## src/rtl/datapath_seq_core.sv

```systemverilog
// ARC-style datapath: register bank with constant registers, instruction register with field
// decode, PSR-style flags and a sequenced ALU with a serial right shifter.
module datapath_seq_core #(
  parameter int unsigned DATAWIDTH_BUS           = 32,
  parameter int unsigned DATAWIDTH_SELECTION     = 6,
  parameter int unsigned NUM_REGS                = 38,
  parameter int unsigned DATAWIDTH_ALU_SELECTION = 4,
  parameter int unsigned DATAWIDTH_DECODEROP     = 8,
  parameter int unsigned REGFIXED_ADDR_0         = 36,
  parameter int unsigned REGFIXED_ADDR_1         = 37,
  parameter int unsigned DATA_REGFIXED_INIT_0    = 9,
  parameter int unsigned DATA_REGFIXED_INIT_1    = 15
) (
  input  logic                               DATAPATH_CLOCK_50,
  input  logic                               DATAPATH_ResetInHigh_In,
  input  logic [DATAWIDTH_BUS-1:0]           DATAPATH_MemoryData_InBUS,
  input  logic [DATAWIDTH_SELECTION-1:0]     DATAPATH_DirA_InBus,
  input  logic [DATAWIDTH_SELECTION-1:0]     DATAPATH_DirB_InBus,
  input  logic [DATAWIDTH_SELECTION-1:0]     DATAPATH_DirC_InBus,
  input  logic                               DATAPATH_SelectA_In,
  input  logic                               DATAPATH_SelectB_In,
  input  logic                               DATAPATH_SelectC_In,
  input  logic                               DATAPATH_RD_In,
  input  logic                               DATAPATH_WriteEn_In,
  input  logic                               DATAPATH_IRLoad_In,
  input  logic [DATAWIDTH_ALU_SELECTION-1:0] DATAPATH_ALUOp_InBus,
  input  logic                               DATAPATH_Start_In,
  output logic [DATAWIDTH_BUS-1:0]           DATAPATH_A_OutBUS,
  output logic [DATAWIDTH_BUS-1:0]           DATAPATH_B_OutBUS,
  output logic [DATAWIDTH_BUS-1:0]           DATAPATH_C_OutBUS,
  output logic                               DATAPATH_Busy_Out,
  output logic                               DATAPATH_Done_Out,
  output logic [DATAWIDTH_DECODEROP-1:0]     DATAPATH_DecodeOP_OutBus,
  output logic                               DATAPATH_IR13_Out,
  output logic                               DATAPATH_ConditionCode_Out,
  output logic                               DATAPATH_FlagNegative_Out,
  output logic                               DATAPATH_FlagZero_Out,
  output logic                               DATAPATH_FlagOverflow_Out,
  output logic                               DATAPATH_FlagCarry_Out
);

  localparam int unsigned W  = DATAWIDTH_BUS;
  localparam int unsigned SW = DATAWIDTH_SELECTION;

  localparam int unsigned OpAndcc = 0, OpOrcc = 1, OpNorcc = 2, OpAddcc = 3, OpSrl = 4;
  localparam int unsigned OpAnd = 5, OpOr = 6, OpNor = 7, OpAdd = 8, OpLshift2 = 9;
  localparam int unsigned OpLshift10 = 10, OpSimm13 = 11, OpSext13 = 12, OpInc = 13;
  localparam int unsigned OpIncpc = 14, OpRshift5 = 15;

  typedef enum logic [1:0] {StIdle, StShift, StDone} state_e;

  state_e         state_q, state_d;
  logic [W-1:0]   regs_q [NUM_REGS];
  logic [31:0]    ir_q, mem_ir;
  logic [W-1:0]   result_q, shift_q;
  logic [4:0]     cnt_q, shamt;
  logic           flag_n_q, flag_z_q, flag_v_q, flag_c_q;
  logic [SW-1:0]  addr_a, addr_b, addr_c;
  logic [W-1:0]   a_data, b_data, c_bus, alu_res;
  logic [W:0]     sum_ext;
  logic [31:0]    alu_op;
  logic           alu_v, alu_c, alu_setcc, reg_wr, cond;

  assign mem_ir = 32'(DATAPATH_MemoryData_InBUS);
  assign alu_op = 32'(DATAPATH_ALUOp_InBus);

  assign addr_a = DATAPATH_SelectA_In ? SW'(ir_q[18:14]) : DATAPATH_DirA_InBus;
  assign addr_b = DATAPATH_SelectB_In ? SW'(ir_q[4:0])   : DATAPATH_DirB_InBus;
  assign addr_c = DATAPATH_SelectC_In ? SW'(ir_q[29:25]) : DATAPATH_DirC_InBus;

  assign a_data = (addr_a != '0 && int'(addr_a) < NUM_REGS) ? regs_q[int'(addr_a)] : '0;
  assign b_data = (addr_b != '0 && int'(addr_b) < NUM_REGS) ? regs_q[int'(addr_b)] : '0;
  assign c_bus  = DATAPATH_RD_In ? DATAPATH_MemoryData_InBUS : result_q;

  // Register 0 and the constant registers are read-only.
  assign reg_wr = DATAPATH_WriteEn_In && addr_c != '0 && int'(addr_c) < NUM_REGS &&
                  int'(addr_c) != REGFIXED_ADDR_0 && int'(addr_c) != REGFIXED_ADDR_1;

  assign shamt     = b_data[4:0];
  assign sum_ext   = {1'b0, a_data} + {1'b0, b_data};
  assign alu_setcc = alu_op <= OpAddcc;

  always_comb begin
    alu_res = '0;
    alu_v   = 1'b0;
    alu_c   = 1'b0;
    case (alu_op)
      OpAndcc, OpAnd: alu_res = a_data & b_data;
      OpOrcc, OpOr:   alu_res = a_data | b_data;
      OpNorcc, OpNor: alu_res = ~(a_data | b_data);
      OpAddcc, OpAdd: begin
        alu_res = sum_ext[W-1:0];
        alu_c   = sum_ext[W];
        alu_v   = (a_data[W-1] == b_data[W-1]) && (sum_ext[W-1] != a_data[W-1]);
      end
      OpSrl:      alu_res = a_data;
      OpLshift2:  alu_res = a_data << 2;
      OpLshift10: alu_res = a_data << 10;
      OpSimm13:   alu_res = {{(W-13){1'b0}}, ir_q[12:0]};
      OpSext13:   alu_res = {{(W-13){ir_q[12]}}, ir_q[12:0]};
      OpInc:      alu_res = a_data + W'(1);
      OpIncpc:    alu_res = a_data + W'(4);
      OpRshift5:  alu_res = $unsigned($signed(a_data) >>> 5);
      default:    alu_res = '0;
    endcase
  end

  always_comb begin
    state_d = state_q;
    case (state_q)
      StIdle: begin
        if (DATAPATH_Start_In) begin
          state_d = (alu_op == OpSrl && shamt != '0) ? StShift : StDone;
        end
      end
      StShift: if (cnt_q == 5'd1) state_d = StDone;
      StDone:  state_d = StIdle;
      default: state_d = StIdle;
    endcase
  end

  always_ff @(posedge DATAPATH_CLOCK_50) begin
    if (DATAPATH_ResetInHigh_In) begin
      state_q  <= StIdle;
      ir_q     <= '0;
      result_q <= '0;
      shift_q  <= '0;
      cnt_q    <= '0;
      flag_n_q <= 1'b0;
      flag_z_q <= 1'b0;
      flag_v_q <= 1'b0;
      flag_c_q <= 1'b0;
      for (int i = 0; i < NUM_REGS; i++) begin
        if (i == REGFIXED_ADDR_0)      regs_q[i] <= W'(DATA_REGFIXED_INIT_0);
        else if (i == REGFIXED_ADDR_1) regs_q[i] <= W'(DATA_REGFIXED_INIT_1);
        else                           regs_q[i] <= '0;
      end
    end else begin
      state_q <= state_d;
      if (DATAPATH_IRLoad_In) ir_q <= mem_ir;
      if (reg_wr) regs_q[int'(addr_c)] <= c_bus;
      case (state_q)
        StIdle: begin
          if (DATAPATH_Start_In) begin
            if (alu_op == OpSrl && shamt != '0) begin
              shift_q <= a_data;
              cnt_q   <= shamt;
            end else begin
              result_q <= alu_res;
              if (alu_setcc) begin
                flag_n_q <= alu_res[W-1];
                flag_z_q <= (alu_res == '0);
                flag_v_q <= alu_v;
                flag_c_q <= alu_c;
              end
            end
          end
        end
        StShift: begin
          // The result register only changes once the final shift lands.
          shift_q <= shift_q >> 1;
          cnt_q   <= cnt_q - 5'd1;
          if (cnt_q == 5'd1) result_q <= shift_q >> 1;
        end
        default: ;
      endcase
    end
  end

  always_comb begin
    case (ir_q[28:25])
      4'b0001: cond = flag_z_q;
      4'b0101: cond = flag_c_q;
      4'b0110: cond = flag_n_q;
      4'b0111: cond = flag_v_q;
      4'b1000: cond = 1'b1;
      default: cond = 1'b0;
    endcase
  end

  assign DATAPATH_A_OutBUS          = a_data;
  assign DATAPATH_B_OutBUS          = b_data;
  assign DATAPATH_C_OutBUS          = result_q;
  assign DATAPATH_Busy_Out          = (state_q != StIdle);
  assign DATAPATH_Done_Out          = (state_q == StDone);
  assign DATAPATH_DecodeOP_OutBus   = DATAWIDTH_DECODEROP'({ir_q[31:30], ir_q[24:19]});
  assign DATAPATH_IR13_Out          = ir_q[13];
  assign DATAPATH_ConditionCode_Out = cond;
  assign DATAPATH_FlagNegative_Out  = flag_n_q;
  assign DATAPATH_FlagZero_Out      = flag_z_q;
  assign DATAPATH_FlagOverflow_Out  = flag_v_q;
  assign DATAPATH_FlagCarry_Out     = flag_c_q;

endmodule
```

## config.mk

```make
export PLATFORM = sky130hd
export DESIGN_NAME = datapath_seq_core
export DESIGN_NICKNAME = d
export VERILOG_FILES = /design/src/rtl/datapath_seq_core.sv
export SDC_FILE = /design/constraint.sdc
export NUM_CORES = 2
export LEC_CHECK = 0
export ABC_AREA = 1
export CAP_MARGIN = 20
export CELL_PAD_IN_SITES_DETAIL_PLACEMENT = 1
export CELL_PAD_IN_SITES_GLOBAL_PLACEMENT = 2
export CORE_AREA = 2 2 486 488
export DETAILED_ROUTE_END_ITERATION = 10
export DIE_AREA = 0 0 488 490
export PLACE_DENSITY_LB_ADDON = 0.12
export SYNTH_ARGS = -nofsm -noshare
export SYNTH_HDL_FRONTEND = slang
export SYNTH_SLANG_ARGS = --single-unit
```

## constraint.sdc

```tcl
create_clock -name DATAPATH_CLOCK_50 -period 8.6 [get_ports DATAPATH_CLOCK_50]
set_input_delay 1.72 -clock DATAPATH_CLOCK_50 [delete_from_list [all_inputs] [get_ports DATAPATH_CLOCK_50]]
set_output_delay 1.72 -clock DATAPATH_CLOCK_50 [all_outputs]
set_load 0.01 [all_outputs]
```

# Word-level counts from Yosys, hierarchy flattened
# Memories as Yosys holds them, arrays and structs flattened.
# Index checks and enable logic that the tools add are counted.
[totals]
reg_bits = 107
ramBits = 1216
inputBits = 63
out_inout_bits = 112
word_cells = 111
n_memories = 1
[memory_table]
columns = ["name", "depth", "word_bits", "read_ports", "rd_clocked_by_memory_dff", "wr", "line_no", "rtl"]
rows = [
  ["regs_q", 38, 32, 2, 0, 38, "53", "logic [W-1:0] regs_q [NUM_REGS];"],
]
[classes]
n_addsub = 4
n_lt_le_gt_ge = 4
n_eq_ne = 31
n_mux = 32
bitwise = 4
reduce_logical = 26
[ops]
columns = ["cell", "n"]
rows = [
  ["$pmux W32 S12", 1],
  ["$mux W32", 9],
  ["$pmux W32 S2", 2],
  ["$logic_not A32 Y1", 2],
  ["$eq A4 B4 Y1 const B", 9],
  ["$add A32 B32 Y33", 1],
  ["$add A32 B1 Y32 const B", 1],
  ["$add A32 B3 Y32 const B", 1],
  ["$and A32 B32 Y32", 1],
  ["$not A32 Y32", 1],
  ["$or A32 B32 Y32", 1],
  ["$reduce_or A32 Y1", 1],
  ["$eq A4 B3 Y1 const B", 7],
  ["$mux W6", 4],
  ["$lt A6 B6 Y1 const B", 3],
  ["$reduce_bool A6 Y1", 3],
  ["$ne A6 B6 Y1 const B", 2],
  ["$mux W5", 2],
  ["$pmux W5 S2", 1],
  ["$eq A4 B1 Y1 const B", 2],
  ["$eq A4 B2 Y1 const B", 2],
  ["$logic_and A1 B1 Y1", 8],
  ["$mux W1", 8],
  ["$ne A2 B2 Y1 const B", 4],
  ["18 further kinds", 25],
]

# Logic depth before layout (Yosys ltp)
[depth]
ltp_word = 11
depth_mapped = 38

# Worst setup path before layout
# No wires, ideal clock.
[synth_path]
path_kind = "input -> register"
from = "in DATAPATH_SelectB_In"
to = "reg flag_z_q, in the netlist DATAPATH_FlagZero_Out"
setup_time_ns = 0.070
t_arrival_ns = 6.239
required_ns = 8.530
path_slack_ns = 2.291
stages = 37
n_path_buf = 6
path_cell_list = "inv_2 > nand2_1 > nand2_1 > buf_2 > buf_2 > buf_2 > clkbuf_1 > clkbuf_1 > buf_1 > nand2_1 > nand3_1 > nand3_1 > o211ai_1 > nand4_1 > nand3_1 > nand3_1 > inv_1 > ha_1 > a21oi_1 > o21ai_0 > nand2_1 > nand3_1 > nand2_1 > nand2_1 > and2_1 > nand2_1 > nand3_1 > a21oi_1 > o21ai_0 > xor2_1 > nand2_1 > nand2_1 > nor2_1 > nand2_1 > nor2_1 > nand3_1 > a21oi_1"
[synth_via]
elab_chain_len = 8
[synth_rtl]
columns = ["item", "line_no", "rtl"]
rows = [
  ["from (decl)", "21", "input logic DATAPATH_SelectB_In,"],
  ["$mux W6 *", "68", "assign addr_b = DATAPATH_SelectB_In ? SW'(ir_q[4:0]) : DATAPATH_DirB_InBus;"],
  ["branches (longest 2 deep; another with $mem_v2 Z38 W32)", "n/a", ""],
  ["$mux W32 *", "72", "assign b_data = (addr_b != '0 && int'(addr_b) < NUM_REGS) ? regs_q[int'(addr_b)] : '0;"],
  ["via DATAPATH_B_OutBUS[6]", "29", "output logic [DATAWIDTH_BUS-1:0] DATAPATH_B_OutBUS,"],
  ["branches (longest 2 deep; another with $add A32 B32 Y33)", "n/a", ""],
  ["$pmux W32 S12 *", "87", "case (alu_op)"],
  ["$logic_not A32 Y1 *", "152", "flag_z_q <= (alu_res == '0);"],
  ["to (signal assigned)", "152", ""],
  ["to (decl)", "57", "logic flag_n_q, flag_z_q, flag_v_q, flag_c_q;"],
]
# Mark *: on every way through the listed nets, which the timed path passes.
# A chain may end at the register's enable or synchronous reset.

# Worst setup path in the final report
[layout_path]
from = "in DATAPATH_SelectA_In"
to = "out DATAPATH_A_OutBUS[28]"
[layout_via]
elab_chain_len = 4
[layout_rtl]
columns = ["item", "line_no", "rtl"]
rows = [
  ["from (decl)", "20", "input logic DATAPATH_SelectA_In,"],
  ["$mux W6 *", "67", "assign addr_a = DATAPATH_SelectA_In ? SW'(ir_q[18:14]) : DATAPATH_DirA_InBus;"],
  ["branches (longest 2 deep; another with $mem_v2 Z38 W32)", "n/a", ""],
  ["$mux W32 *", "71", "assign a_data = (addr_a != '0 && int'(addr_a) < NUM_REGS) ? regs_q[int'(addr_a)] : '0;"],
  ["to (decl)", "28", "output logic [DATAWIDTH_BUS-1:0] DATAPATH_A_OutBUS,"],
]
# Every way passes the cells marked *.

==> run metrics <==
Critical Path Fanout Max 38; sequential fraction of the synthesis area 52.83%; GP Congestion 0.9458; drt via density 6.036; power per cell area 220.4 nW/um2; Root Buffer clkbuf_16; crit path buf inv count 9; Worst-path clk slew 0.06 ns; Syn Inst Count 11,620; Clock Latency Late Sink 0.89 ns; Starting Density 40.72%; drt pass-1 iters 7; CP peak stage delay 0.60 ns; final hold vios 0; Worst Path Required 6.88 ns; Crit. End Element output pin; clock buffer count from CTS 201; Pins Over Slew Limit 0; Yosys reg bits 1,712; delay-heaviest family, CP buffers and inverters; type of the worst setup path input port to output pin; FILL cells 27,910; setup TNS 0 ns; first-pass GRT wire length 662.8 mm; Final HPWL DP 302.9 mm; Cell Chain, Critical Path clkdlybuf4s50_1, buf_4, nand2_8, nand2_8, buf_12, buf_12, buf_12, buf_12, buf_4, nand2_1, nand3_1, nand3_1, nand3_1, a31oi_1, nor2_1, nand2_2, inv_1, clkdlybuf4s50_1; most frequent CP cell buf_12; core area 234,100 um2; element type at the critical path start input port; Setup violations, final 0; Lkg Pwr 43.84 nW; Final min period 8.267 ns; I/O pin count 175; Slew HR 20.78%; max cap viols 0; DIE WIDTH 488 um; maximum VDD drop 0.2013 mV; grt total ovfl 0; number of library cell types mapped by synthesis 59; top_reg_cell synth edfxtp_1; Avg Cell Area, Syn 8.200 um2; Slew @ Worst Pin 1.176 ns; initial antenna violation count 7; WL/cell 30.35 um; CTS H-tree lvls 4; Resized cells post-CTS 0; fraction of layout cells with a size suffix above 1 7.687%; unrepaired setup endpoints after global routing no; fraction of registers with async set/reset 0%; CTS tree built; critical path arrival 6.55 ns; vias in the first global route 92,980; crit share post-route 96.13%; largest net degree at the start of global routing 110; WL final 465.6 mm; area occupied by multi-input gates 41,200 um2; number of flops mapped to enable cells by yosys 1,606; Post-CTS Hold Buffers 0; ANT nets after route 0; overall power 24.23 mW; Post-CTS Setup Bufs 0; DRC 0; FF+latch area 50,350 um2; clk_skew 0.04829 ns; Min-Delay Path Class flop to flop; CP max-delay cell clkdlybuf4s50_1; Sink Count 1,712; Peak Freq 121.0 MHz; Ys Warns 0; Max clock buf depth 3; Port Buffers 174; row count 178; overall global routing resource usage 38.08%; Die ar. 239,100 um2; 1st-iter DRT viols 10,330; Area Growth Syn to Fin 15.37%; Mapped Area 95,310 um2; Die Y 490 um; # nets final 12,160; via count 92,610; status finished clean
[per-stage QoR]
step                      area, um2  utilization, %  setup WS (ns)  instances  hold slack, ns
after floorplan               97130               -          2.291      12110          0.4454
after global placement       103500           44.23         0.2807      14970          0.4558
after detailed placement     103600           44.25         0.3029      14970          0.4764
after CTS                    109900           46.96         0.4404      15340          0.4716
after global routing         110000           46.98         0.2408      15340          0.4968
final                        110000           46.98         0.3327      15340          0.4743
[per-layer routing]
layer	global-route usage [%]	vias to the layer above	share of wire [%]
met2	59.37	4649	45
li1	-	39740	-
met5	0	-	0.0088
met3	6.005	1157	8.3
met4	21.36	6	6.4
met1	50.44	47050	40
[synth_stat cells (35+ instances only)]
master       n  area, um2
nand2_1   3655      13720
nand3_1   1800       9009
edfxtp_1  1606      48230
nor2_1    1407       5281
clkbuf_1   527       1978
a21oi_1    524       2623
inv_1      477       1790
o21ai_0    310       1551
buf_2      178      890.9
a32o_1     175       1752
o211ai_1   175       1314
dfxtp_1    106       2122
buf_1       90      337.8
buf_4       88      660.6
ha_1        68      850.8
o21ai_1     50      250.2
buf_6       46      518.0
a31oi_1     36      225.2
o22ai_1     35      219.0
[registers in the layout, indices dropped and copies added (netlist names), 2 cells and up]
| name | count |
|---|---|
| DATAPATH_C_OutBUS | 32 |
| shift_q | 31 |
| state_q | 2 |
| ir_q | 32 |
| cnt_q | 5 |
| regs_q | 1606 |
[layout make-up]
type / count / area share, %
multi-input combinational: 8957 / 37.46
clock inverter: 114 / 0.9592
timing repair buffer: 643 / 5.632
clock buffer: 254 / 4.813
antenna: 3 / 0.006827
tap: 3150 / 3.584
inverter: 509 / 1.752
sequential: 1712 / 45.79
[placed cells by master (no fill, tap or decap), types with 15 or more instances in the layout]
master,n
a221oi_1,15
nor2_2,21
nand2_1,3594
bufinv_16,16
buf_4,395
nor3_1,21
o21ai_4,39
nand4_1,22
clkinv_2,29
inv_1,476
edfxtp_1,1606
o21ai_1,16
buf_12,75
nor2_1,1400
a32o_1,175
dfxtp_1,106
o211ai_1,175
clkbuf_1,50
clkbuf_16,204
conb_1,486
a31oi_1,36
ha_1,68
nand2_2,67
nand3_1,1800
a211oi_1,17
clkinv_1,71
o21ai_0,309
a21oi_1,523
clkdlybuf4s50_1,169
o22ai_1,33
nor2_4,32
[power by group]
part | internal (mW) | total [mW] | switching, mW
clock | 4.82 | 8.55 | 3.73
sequential | 9.63 | 9.89 | 0.264
combinational | 1.56 | 5.80 | 4.23
[kinds of logic (layout without fill, tap and decap cells)]
| group | Yosys count | in the layout | synth area share, % |
|---|---|---|---|
| AND/OR/NAND/NOR | 6996 | 6996 | 30.41 |
| AO/OA/AOI/OAI | 1390 | 1390 | 9.065 |
| adder cells (fa/ha/maj) | 69 | 69 | 0.9137 |
| flip-flops | 1712 | 1712 | 52.83 |
| other | 2 | 489 | 0.007879 |
| XOR/XNOR | 15 | 15 | 0.1378 |
| multiplexers | 1 | 1 | 0.01050 |
| buffers and inverters | 1439 | 1520 | 6.627 |
[worst reg2reg max path: cells and delay by family (launching register included)]
family | cells | cell delay, ns
AO/OA/AOI/OAI | 7 | 1.33
XOR/XNOR | 1 | 0.19
adder cells (fa/ha/maj) | 1 | 0.43
buffers and inverters | 6 | 1.66
flip-flops | 1 | 0.43
AND/OR/NAND/NOR | 15 | 2.42
[final timing paths]
| check | from | end | cells after the start | slack, ns |
|---|---|---|---|---|
| min | shift_q[6] | shift_q[5] | 2 | 0.47 |
| min reg2reg | shift_q[6] | shift_q[5] | 2 | 0.47 |
| max | DATAPATH_SelectA_In | DATAPATH_A_OutBUS[28] | 18 | 0.33 |
| max reg2reg | ir_q[0] | DATAPATH_FlagZero_Out | 30 | 2.07 |
No activity file was read; power rests on OpenSTA's default activity.
